===== config.mk =====
export PLATFORM = sky130hd
export DESIGN_NAME = fifo_flags_ctrl
export DESIGN_NICKNAME = d
export VERILOG_FILES = /design/src/rtl/fifo_pkg.sv /design/src/rtl/d_ff_async_en.sv /design/src/rtl/fifo_ptr_cnt.sv /design/src/rtl/fifo_flags_ctrl.sv
export SDC_FILE = /design/constraint.sdc
export NUM_CORES = 1
export LEC_CHECK = 0
export CAP_MARGIN = 15
export CELL_PAD_IN_SITES_DETAIL_PLACEMENT = 2
export CELL_PAD_IN_SITES_GLOBAL_PLACEMENT = 2
export CORE_MARGIN = 2
export CORE_UTILIZATION = 22
export DETAILED_ROUTE_END_ITERATION = 16
export GPL_ROUTABILITY_DRIVEN = 0
export PLACE_DENSITY_LB_ADDON = 0.1
export SYNTH_ARGS = -nofsm -noshare
export SYNTH_HDL_FRONTEND = slang
export SYNTH_SLANG_ARGS = --single-unit

===== constraint.sdc =====
create_clock -name clk -period 2 [get_ports clk]
set_input_delay 0.4 -clock clk [delete_from_list [all_inputs] [get_ports clk]]
set_output_delay 0.4 -clock clk [all_outputs]
set_load 0.02 [all_outputs]

===== src/rtl/fifo_pkg.sv =====
// -----------------------------------------------------------------------------
// fifo_pkg
// Shared definitions for the FIFO flag/count control unit.
//   fifo_depth(addr_w)  : number of storage entries for a given address width
//   ptr_width(addr_w)   : pointer width (address plus one wrap bit)
//   count_width(addr_w) : occupancy width (must hold 0..DEPTH)
//   status_t            : packed non-watermark status flags held in one register
//   STATUS_RST          : reset value of status_t (empty asserted)
//   DEFAULT_* constants : default parameter values
// -----------------------------------------------------------------------------
package fifo_pkg;

  localparam int DEFAULT_ADDR_W    = 2;
  localparam int DEFAULT_AE_THRESH = 1;

  function automatic int fifo_depth(input int addr_w);
    return 1 << addr_w;
  endfunction

  function automatic int ptr_width(input int addr_w);
    return addr_w + 1;
  endfunction

  function automatic int count_width(input int addr_w);
    return addr_w + 1;
  endfunction

  // Default almost-full watermark sits one entry below full.
  function automatic int default_af_thresh(input int addr_w);
    return fifo_depth(addr_w) - 1;
  endfunction

  typedef struct packed {
    logic full;
    logic empty;
    logic ovf;
    logic unf;
  } status_t;

  localparam status_t STATUS_RST = '{full: 1'b0, empty: 1'b1, ovf: 1'b0, unf: 1'b0};

endpackage : fifo_pkg


===== src/rtl/d_ff_async_en.sv =====
// -----------------------------------------------------------------------------
// d_ff_async_en
// Generic W-bit register with asynchronous active-low reset to RST_VAL and a
// load enable.
//   clk_i  : clock, rising edge
//   rst_ni : asynchronous active-low reset
//   en_i   : load enable
//   d_i    : next value
//   q_o    : registered value
// -----------------------------------------------------------------------------
module d_ff_async_en #(
  parameter int           W       = 1,
  parameter logic [W-1:0] RST_VAL = '0
) (
  input  logic         clk_i,
  input  logic         rst_ni,
  input  logic         en_i,
  input  logic [W-1:0] d_i,
  output logic [W-1:0] q_o
);

  logic [W-1:0] q_q;

  always_ff @(posedge clk_i or negedge rst_ni) begin
    if (!rst_ni) begin
      q_q <= RST_VAL;
    end else if (en_i) begin
      q_q <= d_i;
    end
  end

  assign q_o = q_q;

endmodule : d_ff_async_en


===== src/rtl/fifo_ptr_cnt.sv =====
// -----------------------------------------------------------------------------
// fifo_ptr_cnt
// W-bit wrapping pointer counter. With W = ADDR_W+1 the MSB toggles each time
// the address part wraps, which lets full and empty be told apart.
//   clk_i  : clock, rising edge
//   rst_ni : asynchronous active-low reset (pointer -> 0)
//   inc_i  : advance the pointer by one this cycle
//   ptr_o  : current pointer value
// -----------------------------------------------------------------------------
module fifo_ptr_cnt #(
  parameter int W = 3
) (
  input  logic         clk_i,
  input  logic         rst_ni,
  input  logic         inc_i,
  output logic [W-1:0] ptr_o
);

  logic [W-1:0] ptr_q;
  logic [W-1:0] ptr_d;

  // Natural W-bit overflow gives the modulo 2*DEPTH wrap.
  assign ptr_d = inc_i ? ptr_q + W'(1) : ptr_q;

  always_ff @(posedge clk_i or negedge rst_ni) begin
    if (!rst_ni) begin
      ptr_q <= '0;
    end else begin
      ptr_q <= ptr_d;
    end
  end

  assign ptr_o = ptr_q;

endmodule : fifo_ptr_cnt


===== src/rtl/fifo_flags_ctrl.sv =====
// -----------------------------------------------------------------------------
// fifo_flags_ctrl
// FIFO control unit: owns the write/read pointers, the occupancy count and all
// status flags, and drives the storage array addresses and strobes.
//
// Optional feature macro: FIFO_FLAGS_WATERMARK_EN
//   defined     : registered almost_full (count >= AF_THRESH) and
//                 almost_empty (count <= AE_THRESH)
//   not defined : no watermark logic; almost_full = full, almost_empty = empty,
//                 AF_THRESH/AE_THRESH only range-checked
//
// Handshake: a request (w_en / r_en) is accepted in the same cycle it is
// presented unless the FIFO is full (write) or empty (read); w_ack / r_ack are
// the acceptance strobes and are purely combinational from registered flags.
//
// Ports
//   clk, rst_n          : clock (rising edge), asynchronous active-low reset
//   w_en, r_en          : write / read requests
//   clr_err             : clears sticky overflow/underflow (a new error wins)
//   w_ack, r_ack        : accepted write / read; storage strobes
//   w_addr, r_addr      : storage addresses (pointer without wrap bit)
//   count               : occupancy 0..DEPTH
//   full, empty         : count == DEPTH / count == 0
//   almost_full/_empty  : watermark flags
//   overflow, underflow : sticky error flags
// -----------------------------------------------------------------------------
module fifo_flags_ctrl
  import fifo_pkg::*;
#(
  parameter int ADDR_W    = DEFAULT_ADDR_W,
  parameter int AF_THRESH = default_af_thresh(ADDR_W),
  parameter int AE_THRESH = DEFAULT_AE_THRESH
) (
  input  logic              clk,
  input  logic              rst_n,
  input  logic              w_en,
  input  logic              r_en,
  input  logic              clr_err,
  output logic              w_ack,
  output logic              r_ack,
  output logic [ADDR_W-1:0] w_addr,
  output logic [ADDR_W-1:0] r_addr,
  output logic [ADDR_W:0]   count,
  output logic              full,
  output logic              empty,
  output logic              almost_full,
  output logic              almost_empty,
  output logic              overflow,
  output logic              underflow
);

  localparam int DEPTH = fifo_depth(ADDR_W);
  localparam int PW    = ptr_width(ADDR_W);
  localparam int CW    = count_width(ADDR_W);

  typedef logic [PW-1:0] ptr_t;
  typedef logic [CW-1:0] count_t;

  localparam count_t DEPTH_C = count_t'(DEPTH);

  // Threshold legality is checked in every build so a bad configuration is
  // caught even while the watermark feature is compiled out.
  if ((AF_THRESH < 1) || (AF_THRESH > DEPTH)) begin : g_af_range_err
    $error("fifo_flags_ctrl: AF_THRESH outside 1..DEPTH");
  end
  if ((AE_THRESH < 0) || (AE_THRESH > DEPTH - 1)) begin : g_ae_range_err
    $error("fifo_flags_ctrl: AE_THRESH outside 0..DEPTH-1");
  end

  ptr_t    w_ptr;
  ptr_t    r_ptr;
  count_t  count_q;
  count_t  count_d;
  status_t stat_q;
  status_t stat_d;

  // Acceptance only looks at registered flags, so there is no path from
  // w_en/r_en through the count adder back to the acks.
  assign w_ack = w_en & ~stat_q.full;
  assign r_ack = r_en & ~stat_q.empty;

  fifo_ptr_cnt #(.W(PW)) u_w_ptr (
    .clk_i  (clk),
    .rst_ni (rst_n),
    .inc_i  (w_ack),
    .ptr_o  (w_ptr)
  );

  fifo_ptr_cnt #(.W(PW)) u_r_ptr (
    .clk_i  (clk),
    .rst_ni (rst_n),
    .inc_i  (r_ack),
    .ptr_o  (r_ptr)
  );

  // Flags are computed from the next count so they are exact in the cycle
  // right after the access.
  always_comb begin
    count_d      = count_q + count_t'(w_ack) - count_t'(r_ack);
    stat_d       = STATUS_RST;
    stat_d.full  = (count_d == DEPTH_C);
    stat_d.empty = (count_d == '0);
    // Sticky errors: a new error in the same cycle as clr_err keeps the flag.
    stat_d.ovf   = (w_en & stat_q.full)  | (stat_q.ovf & ~clr_err);
    stat_d.unf   = (r_en & stat_q.empty) | (stat_q.unf & ~clr_err);
  end

  d_ff_async_en #(.W(CW), .RST_VAL('0)) u_count_reg (
    .clk_i  (clk),
    .rst_ni (rst_n),
    .en_i   (1'b1),
    .d_i    (count_d),
    .q_o    (count_q)
  );

  d_ff_async_en #(.W($bits(status_t)), .RST_VAL(STATUS_RST)) u_status_reg (
    .clk_i  (clk),
    .rst_ni (rst_n),
    .en_i   (1'b1),
    .d_i    (stat_d),
    .q_o    (stat_q)
  );

`ifdef FIFO_FLAGS_WATERMARK_EN
  localparam count_t AF_C = count_t'(AF_THRESH);
  localparam count_t AE_C = count_t'(AE_THRESH);

  // {almost_full, almost_empty}; reset state is empty, so almost_empty = 1.
  logic [1:0] wm_d;
  logic [1:0] wm_q;

  assign wm_d = {(count_d >= AF_C), (count_d <= AE_C)};

  d_ff_async_en #(.W(2), .RST_VAL(2'b01)) u_wm_reg (
    .clk_i  (clk),
    .rst_ni (rst_n),
    .en_i   (1'b1),
    .d_i    (wm_d),
    .q_o    (wm_q)
  );

  assign almost_full  = wm_q[1];
  assign almost_empty = wm_q[0];
`else
  assign almost_full  = stat_q.full;
  assign almost_empty = stat_q.empty;
`endif

  assign w_addr    = w_ptr[ADDR_W-1:0];
  assign r_addr    = r_ptr[ADDR_W-1:0];
  assign count     = count_q;
  assign full      = stat_q.full;
  assign empty     = stat_q.empty;
  assign overflow  = stat_q.ovf;
  assign underflow = stat_q.unf;

  // Pointer/count consistency: the count register must always equal the
  // pointer distance, and full means same address with opposite wrap bits.
  a_count_matches_ptrs : assert property (@(posedge clk) disable iff (!rst_n)
    count_q == count_t'(w_ptr - r_ptr));
  a_full_matches_ptrs : assert property (@(posedge clk) disable iff (!rst_n)
    stat_q.full == ((w_ptr[ADDR_W-1:0] == r_ptr[ADDR_W-1:0]) &&
                    (w_ptr[ADDR_W] != r_ptr[ADDR_W])));

endmodule : fifo_flags_ctrl

* After elaboration in Yosys (flattened, before gate mapping) *
Cells that the tools add are included.

word-level totals
  bits in registers = 13
  bits in latches = 0
  memory bits (writable) = 0
  memory bits (read-only) = 0
  input bits = 5
  output and inout bits = 15
  logic and storage cells = 21
  memories = 0

operators by class
  add/subtract/negate cells = 4
  multiply operators = 0
  divide/modulo/power cells = 0
  order comparisons = 0
  equality and inequality tests = 1
  shift operators = 0
  muxes and demuxes = 0
  bitwise gates (word level) = 11
  reduce and logical (&&, ||, !) cells = 1

operators with widths
  cell                                          number
  adder 3 x 1 -> 3 bit (second input constant)  2
  bitwise AND 1 bit                             6
  adder 3 x 1 -> 3 bit                          1
  equality test 3 bit (second input constant)   1
  zero test 3 bit                               1
  NOT 1 bit                                     3
  subtractor 3 x 1 -> 3 bit                     1
  OR 1 bit                                      2

* Logic depth before layout (Yosys ltp) *
Gate-level depths: netlist (run 1).

  depth after elaboration = 5
  depth in mapped cells = 8
  gate-level depth less buffers = 8

* Hierarchy *
A second synthesis (run 1) with hierarchy kept.

unflattened totals
  cell total of the unflattened synthesis = 51
  area, all modules = 666.9 µm²

modules (own cells, without submodules)
  module                        times used  cells an instance  area an instance (µm²)  sequential area each (µm²)
  fifo_ptr_cnt                  2           8                  123.9                   75.1
  fifo_flags_ctrl               1           21                 163.9                   0.0
  d_ff_async_en (u_status_reg)  1           8                  146.4                   101.3
  d_ff_async_en (u_count_reg)   1           6                  108.9                   75.1

* Worst setup path after synthesis (run 1) *
OpenSTA, ideal clock, no wires.

  path type = input to register
  start point = in r_en
  end point = reg u_status_reg.q_q[3], in the netlist u_status_reg.q_o[3]
  library setup time = 121 ps
  arrival time = 2264 ps
  required time = 1879 ps
  slack = -384 ps
  stages on the path = 8
  buffers on the path = 0
  cells stage by stage = nor2b_1 ha_1 inv_1 ha_1 inv_1 fa_1 xor3_2 nor3b_2

RTL lines
  item                  RTL line               text
  start, declared       fifo_flags_ctrl.sv:37  input logic r_en,
  end signal, assigned  d_ff_async_en.sv:28    q_q <= d_i;
  end, declared         d_ff_async_en.sv:22    logic [W-1:0] q_q;

* Worst setup path in the final report (run 1) *
  start point = reg u_status_reg.q_q[2], in the netlist u_status_reg.q_o[2]
  end point = out empty

RTL lines
  item           RTL line               text
  end, declared  fifo_flags_ctrl.sv:45  output logic empty,

No word-level cell between the ends.

==> out/metrics.yaml, run 1 <==
status: "finished clean"
cp.arrival_ns: 1.54
antenna_found_initial: 0
timing.slew.headroom_pct: 64.79
synth_seq_cells: 11
areaGrowthSynthToFinish_pct: 64.27
worst_pin_slew_ns: 0.5264
wl_met3_microns: 78
synthAdderAreaFrac_pct: 9.254
synth_top_family_by_area: "XOR/XNOR gates"
num_vias: 359
dpl.hpwl_microns: 933.5
drive_above_1_share_pct: 30.16
initial_core_util_pct: 22.66
synth_compound_area_share_pct: 2.057
root_buffer: "clkbuf_4"
required_ns: 1.60
setup_total_negative_slack_ns: 0
path_max_fanout: 4
globalRouteTotalUtil_pct: 10.62
p_per_area_nw_per_um2: 1672
top_layer_used: "met4"
period_minus_slack_ns: 1.937
clkTransAtPathRegs_ns: 0.07
cts_tree: "yes"
wl_met2_microns: 636
holdWs_ns: 0.4743
cts_made_buffers: 3
numPortBuffers: 19
syn_inst: 37
rsz0062_at_grt: "no"
io_pins: 20
min_period_over_period_pct: 96.85
syn_area_sq_um: 486.7
dp_cells: 86
postRouteAntennaNets: 0
clock_path_buffers: 2
drt_wl_total_mm: 1.173
die_w_microns: 51.04
final_max_slew_viol_count: 0
ctsHoldBuffers: 0
remaining_drc_errors: 0
yosys_warnings: 0
grt_overflow: 0
end_kind: "primary output"
skew_ns: 0.001510
h-tree-depth: 1
cts.sinks: 11
synth_fp_nets: 45
post-route-util_pct: 37.22
drv_cap: 0
setup-violations-final: 0
clkLatencyLatePin_ns: 0.27
avgSynthCellArea_sq_um: 13.15
ys_seq_area_share_pct: 56.81
grt_max_degree: 12
nNetsFinal: 72
power_leakage_nw: 0.3506
wl_met1_microns: 427
antennaDiodeCount: 0
totalPowerFinal_w: 0.001337
ir_worst_vdd_mv: 0.9535
dr.pass1.iters: 2
fp-row-count: 17
hold_violations: 0
startpoint_type: "register"
synth_xor_area_share_pct: 12.34
synth_mux_area_share_pct: 0
yosysUniqueCellTypes: 15
fmax_mhz: 516.3
die_h_microns: 51.04
wire_per_inst_microns: 12.89
die-area_sq_um: 2605
synth-simple-area-share_pct: 11.83
core_area_sq_um: 2148
layout.cells.non_filler: 91
grt_pass1_vias: 400
min_path_type: "input pin to async pin"
grt_pass1_wl_mm: 1.890
critical_path_class: "register to primary output"
viasPerCell: 3.945
drtIter0Drc: 1
[routing by layer]
metal	track usage [%]	vias up
met5	0	-
met4	8.108	0
met3	4.094	4
met2	17.75	12
met1	10.52	177
li1	-	166
[worst max-delay path, stage by stage (launching register included)]
cell and delay [ns]:
dfstp_2 0.56, buf_4 0.12, clkdlybuf4s50_1 0.59
[path summary, 6_finish.rpt]
check	to	startpoint	cells after the start	slack [ns]
min in group clk	u_w_ptr.ptr_o[1]	u_w_ptr.ptr_o[1]	1	0.49
max in group asynchronous	u_status_reg.q_o[2]	rst_n	1	1.16
worst max register to register	u_status_reg.q_o[3]	u_status_reg.q_o[2]	8	0.10
worst min-delay path	u_status_reg.q_o[0]	rst_n	1	0.47
worst max-delay path	empty	u_status_reg.q_o[2]	2	0.06
worst min register to register	u_w_ptr.ptr_o[1]	u_w_ptr.ptr_o[1]	1	0.49
[layout make-up]
cell class,instances,area [sq um]
clock buffer,4,26.28
sequential,11,276.5
tap,28,35.03
multi-input combinational,18,215.2
fill,236,1349
timing repair buffer,24,224.0
inverter,6,22.52
[stage by stage]
step                      instance area (sq um)  worst slack (ns)
final                                     799.5           0.06299
after global routing                      799.5           0.01015
after CTS                                 769.5           0.01555
after detailed placement                  737.0           -0.4035
after global placement                    737.0           -0.3495
after floorplan                           496.7          -0.02431
[flip-flops by register name, summed over array words and instances, names as in the netlist]
register	count
u_count_reg.q_o	3
u_status_reg.q_o	4
u_w_ptr.ptr_o	2
u_r_ptr.ptr_o	2
[cells in the final DEF (no fill, tap or decap), types with 2 or more instances in the layout]
cell	Yosys	final
nand3b_1	2	2
o21ai_0	2	2
dfrtp_1	10	10
nand2_1	2	2
nor2b_4	0	2
xor2_1	2	2
ha_4	0	2
inv_2	0	2
inv_1	6	4
clkbuf_4	0	3
xnor2_1	2	2
clkdlybuf4s50_1	0	16
buf_4	2	5
dlygate4sd2_1	0	3
[power breakdown]
part / leakage, nW / internal, W / total [W] / switching (W)
Combinational: 0.203 / 0.000408 / 0.000776 / 0.000368
Sequential: 0.132 / 0.000328 / 0.000408 / 0.0000803
Clock: 0.0150 / 0.0000772 / 0.000153 / 0.0000758
[logic make-up (layout without fill, tap and decap cells)]
| kind of cell | count (synthesis) | after routing |
|---|---|---|
| buffers and inverters | 8 | 34 |
| adder cells (fa/ha/maj) | 3 | 3 |
| flip-flops | 11 | 11 |
| AO/OA/AOI/OAI | 2 | 2 |
| XOR/XNOR | 5 | 5 |
| AND/OR/NAND/NOR | 8 | 8 |
[Yosys cell counts (all sizes together)]
cell,n,share of area [%]
xnor2,2,3.6
dfrtp,10,51
nor2b,2,2.6
xor2,2,3.6
nor3,1,2.1
buf,2,3.1
o21ai,2,2.1
nor3b,1,2.6
nand2,2,1.5
ha,2,5.1
inv,6,4.6
nand3b,2,3.1
dfstp,1,5.4
fa,1,4.1
xor3,1,5.1
[timing repair]
item,CTS,global route
endpoints found under the setup margin,4,2
resized for setup,4,6
pin swaps,0,1
setup buffers,1,0
Note: power is estimated with default switching activity, not from simulation.
==> run 2: changes to the inputs <==
Settings changed: CORE_UTILIZATION 22 to 24, CTS_BUF_LIST set to sky130_fd_sc_hd__clkbuf_8.
==> run 2 against run 1 <==
Against the previous run:
- sequential cell count is the same
- count of clock-buffer cells in the layout shrank 1
- routed wire length shrank 1.7%
- critical path depth grew 2
- non-clock buffer count is the same
- combinational power grew 6.4%
- via count shrank 5.6%
- worst setup slack gained 0.021 ns
- power grew 8.8%
- hold slack lost 0.0028 ns
==> out/metrics.yaml, run 2 (synthesized netlist as in run 1, its figures left out) <==
critical_path_class: "input pin to primary output"
post_cts_buffers: 0
antennaDiodeCount: 0
min_period_over_period_pct: 95.78
clkTransAtPathRegs_ns: 0.05
wire_per_inst_microns: 12.81
drv_cap: 0
core_area_sq_um: 1942
rsz0062_at_grt: "no"
fmax_mhz: 522.0
path_buf_inv: 3
remaining_drc_errors: 0
grt_pass1_vias: 432
viasPerCell: 3.767
die_w_microns: 49.04
postRouteAntennaNets: 0
antenna_found_initial: 0
h-tree-depth: 1
dr.pass1.iters: 1
die_h_microns: 49.04
root_buffer: "clkbuf_8"
globalRouteTotalUtil_pct: 11.71
pre_cts_ws_ns: -0.4379
drive_above_1_share_pct: 31.75
grt_max_degree: 12
cts.sinks: 11
crit_path_max_incr_delay_ns: 0.59
final_max_slew_viol_count: 0
crit_chain: "dlygate4sd2_1, nor2b_4, buf_4, clkdlybuf4s50_1"
cts_made_buffers: 3
startpoint_type: "input pin"
worst_pin_slew_ns: 0.5221
setup-violations-final: 0
status: "finished clean"
dpl.hpwl_microns: 907.8
path_max_fanout: 2
fp-row-count: 16
cp.arrival_ns: 1.52
num_vias: 339
clock_path_buffers: 2
min_path_type: "register to register"
drt_wl_total_mm: 1.153
ir_worst_vdd_mv: 0.7577
timing.slew.headroom_pct: 65.08
mostFrequentLayoutCell: "clkdlybuf4s50_1"
totalPowerFinal_w: 0.001455
p_per_area_nw_per_um2: 1765
power_leakage_nw: 0.3625
largest_reg_flops: 4
layout_common_cells: "17 x clkdlybuf4s50_1, 10 x dfrtp_1, 5 x buf_4"
numPortBuffers: 19
io_pins: 20
required_ns: 1.60
nNetsFinal: 72
areaGrowthSynthToFinish_pct: 69.41
setup_total_negative_slack_ns: 0
clkLatencyLatePin_ns: 0.24
skew_ns: 0.001893
die-area_sq_um: 2404
grt_overflow: 0
cpLargestDelayFamily: "buffers and inverters"
cts_tree: "yes"
setup_slack_ns: 0.08438
crit_slowest_cell: "clkdlybuf4s50_1"
grt_pass1_wl_mm: 2.042
initial_core_util_pct: 25.06
end_kind: "primary output"
drtIter0Drc: 0
hold_violations: 0
period_minus_slack_ns: 1.916
## run 2: final cells by class
type | count | area, sq um
clock inverters | 1 | 3.754
well taps | 27 | 33.78
flip-flops and latches | 11 | 276.5
repair buffers | 24 | 225.2
fillers | 212 | 1117
clock buffers | 3 | 41.29
inverters | 6 | 22.52
multi-input cells | 18 | 221.5
## run 2: repair_timing
item | 4_1_cts | 5_1_grt
hold buffers | 0 | 0
pin swaps | 1 | 1
endpoints found under the setup margin | 6 | 2
gates resized for setup | 6 | 5
## run 2: final timing paths
| kind | from | to | slack, ns | cells past startpoint |
|---|---|---|---|---|
| max in group asynchronous | rst_n | u_status_reg.q_o[2] | 1.13 | 1 |
| min | u_r_ptr.ptr_o[1] | u_r_ptr.ptr_o[1] | 0.47 | 1 |
| max | r_en | r_ack | 0.08 | 4 |
| max reg2reg | u_status_reg.q_o[2] | u_status_reg.q_o[3] | 0.10 | 8 |
| min reg2reg | u_r_ptr.ptr_o[1] | u_r_ptr.ptr_o[1] | 0.47 | 1 |
| min in group asynchronous | rst_n | u_w_ptr.ptr_o[0] | 0.51 | 1 |
## run 2: through the flow
step           std cells  hold WS [ns]  utilization [%]  area (sq um)
2_1_floorplan         37        0.1044                -         496.7
3_3_place_gp          86        0.4607            38.27         743.2
3_5_place_dp          86        0.4701            38.27         743.2
4_1_cts               90        0.4809            41.37         803.3
5_1_grt               90        0.4991            42.46         824.5
6_report              90        0.4716            42.46         824.5
## run 2: power by group
part           internal, W  switching [W]
combinational     0.000443       0.000383
sequential        0.000329      0.0000813
clock             0.000135      0.0000838
## run 2: routing by layer
layer  GRT usage [%]  share of wire [%]
met4           7.143                  0
met5               0                  0
met3           3.988                4.0
met1           13.84                 42
met2           18.26                 54
==> run 3: changes to the inputs <==
Settings changed: GPL_TIMING_DRIVEN set to 1, SLEW_MARGIN set to 10.
==> results of run 3 <==
Final layout, timing and power as in run 2 (identical DEF).
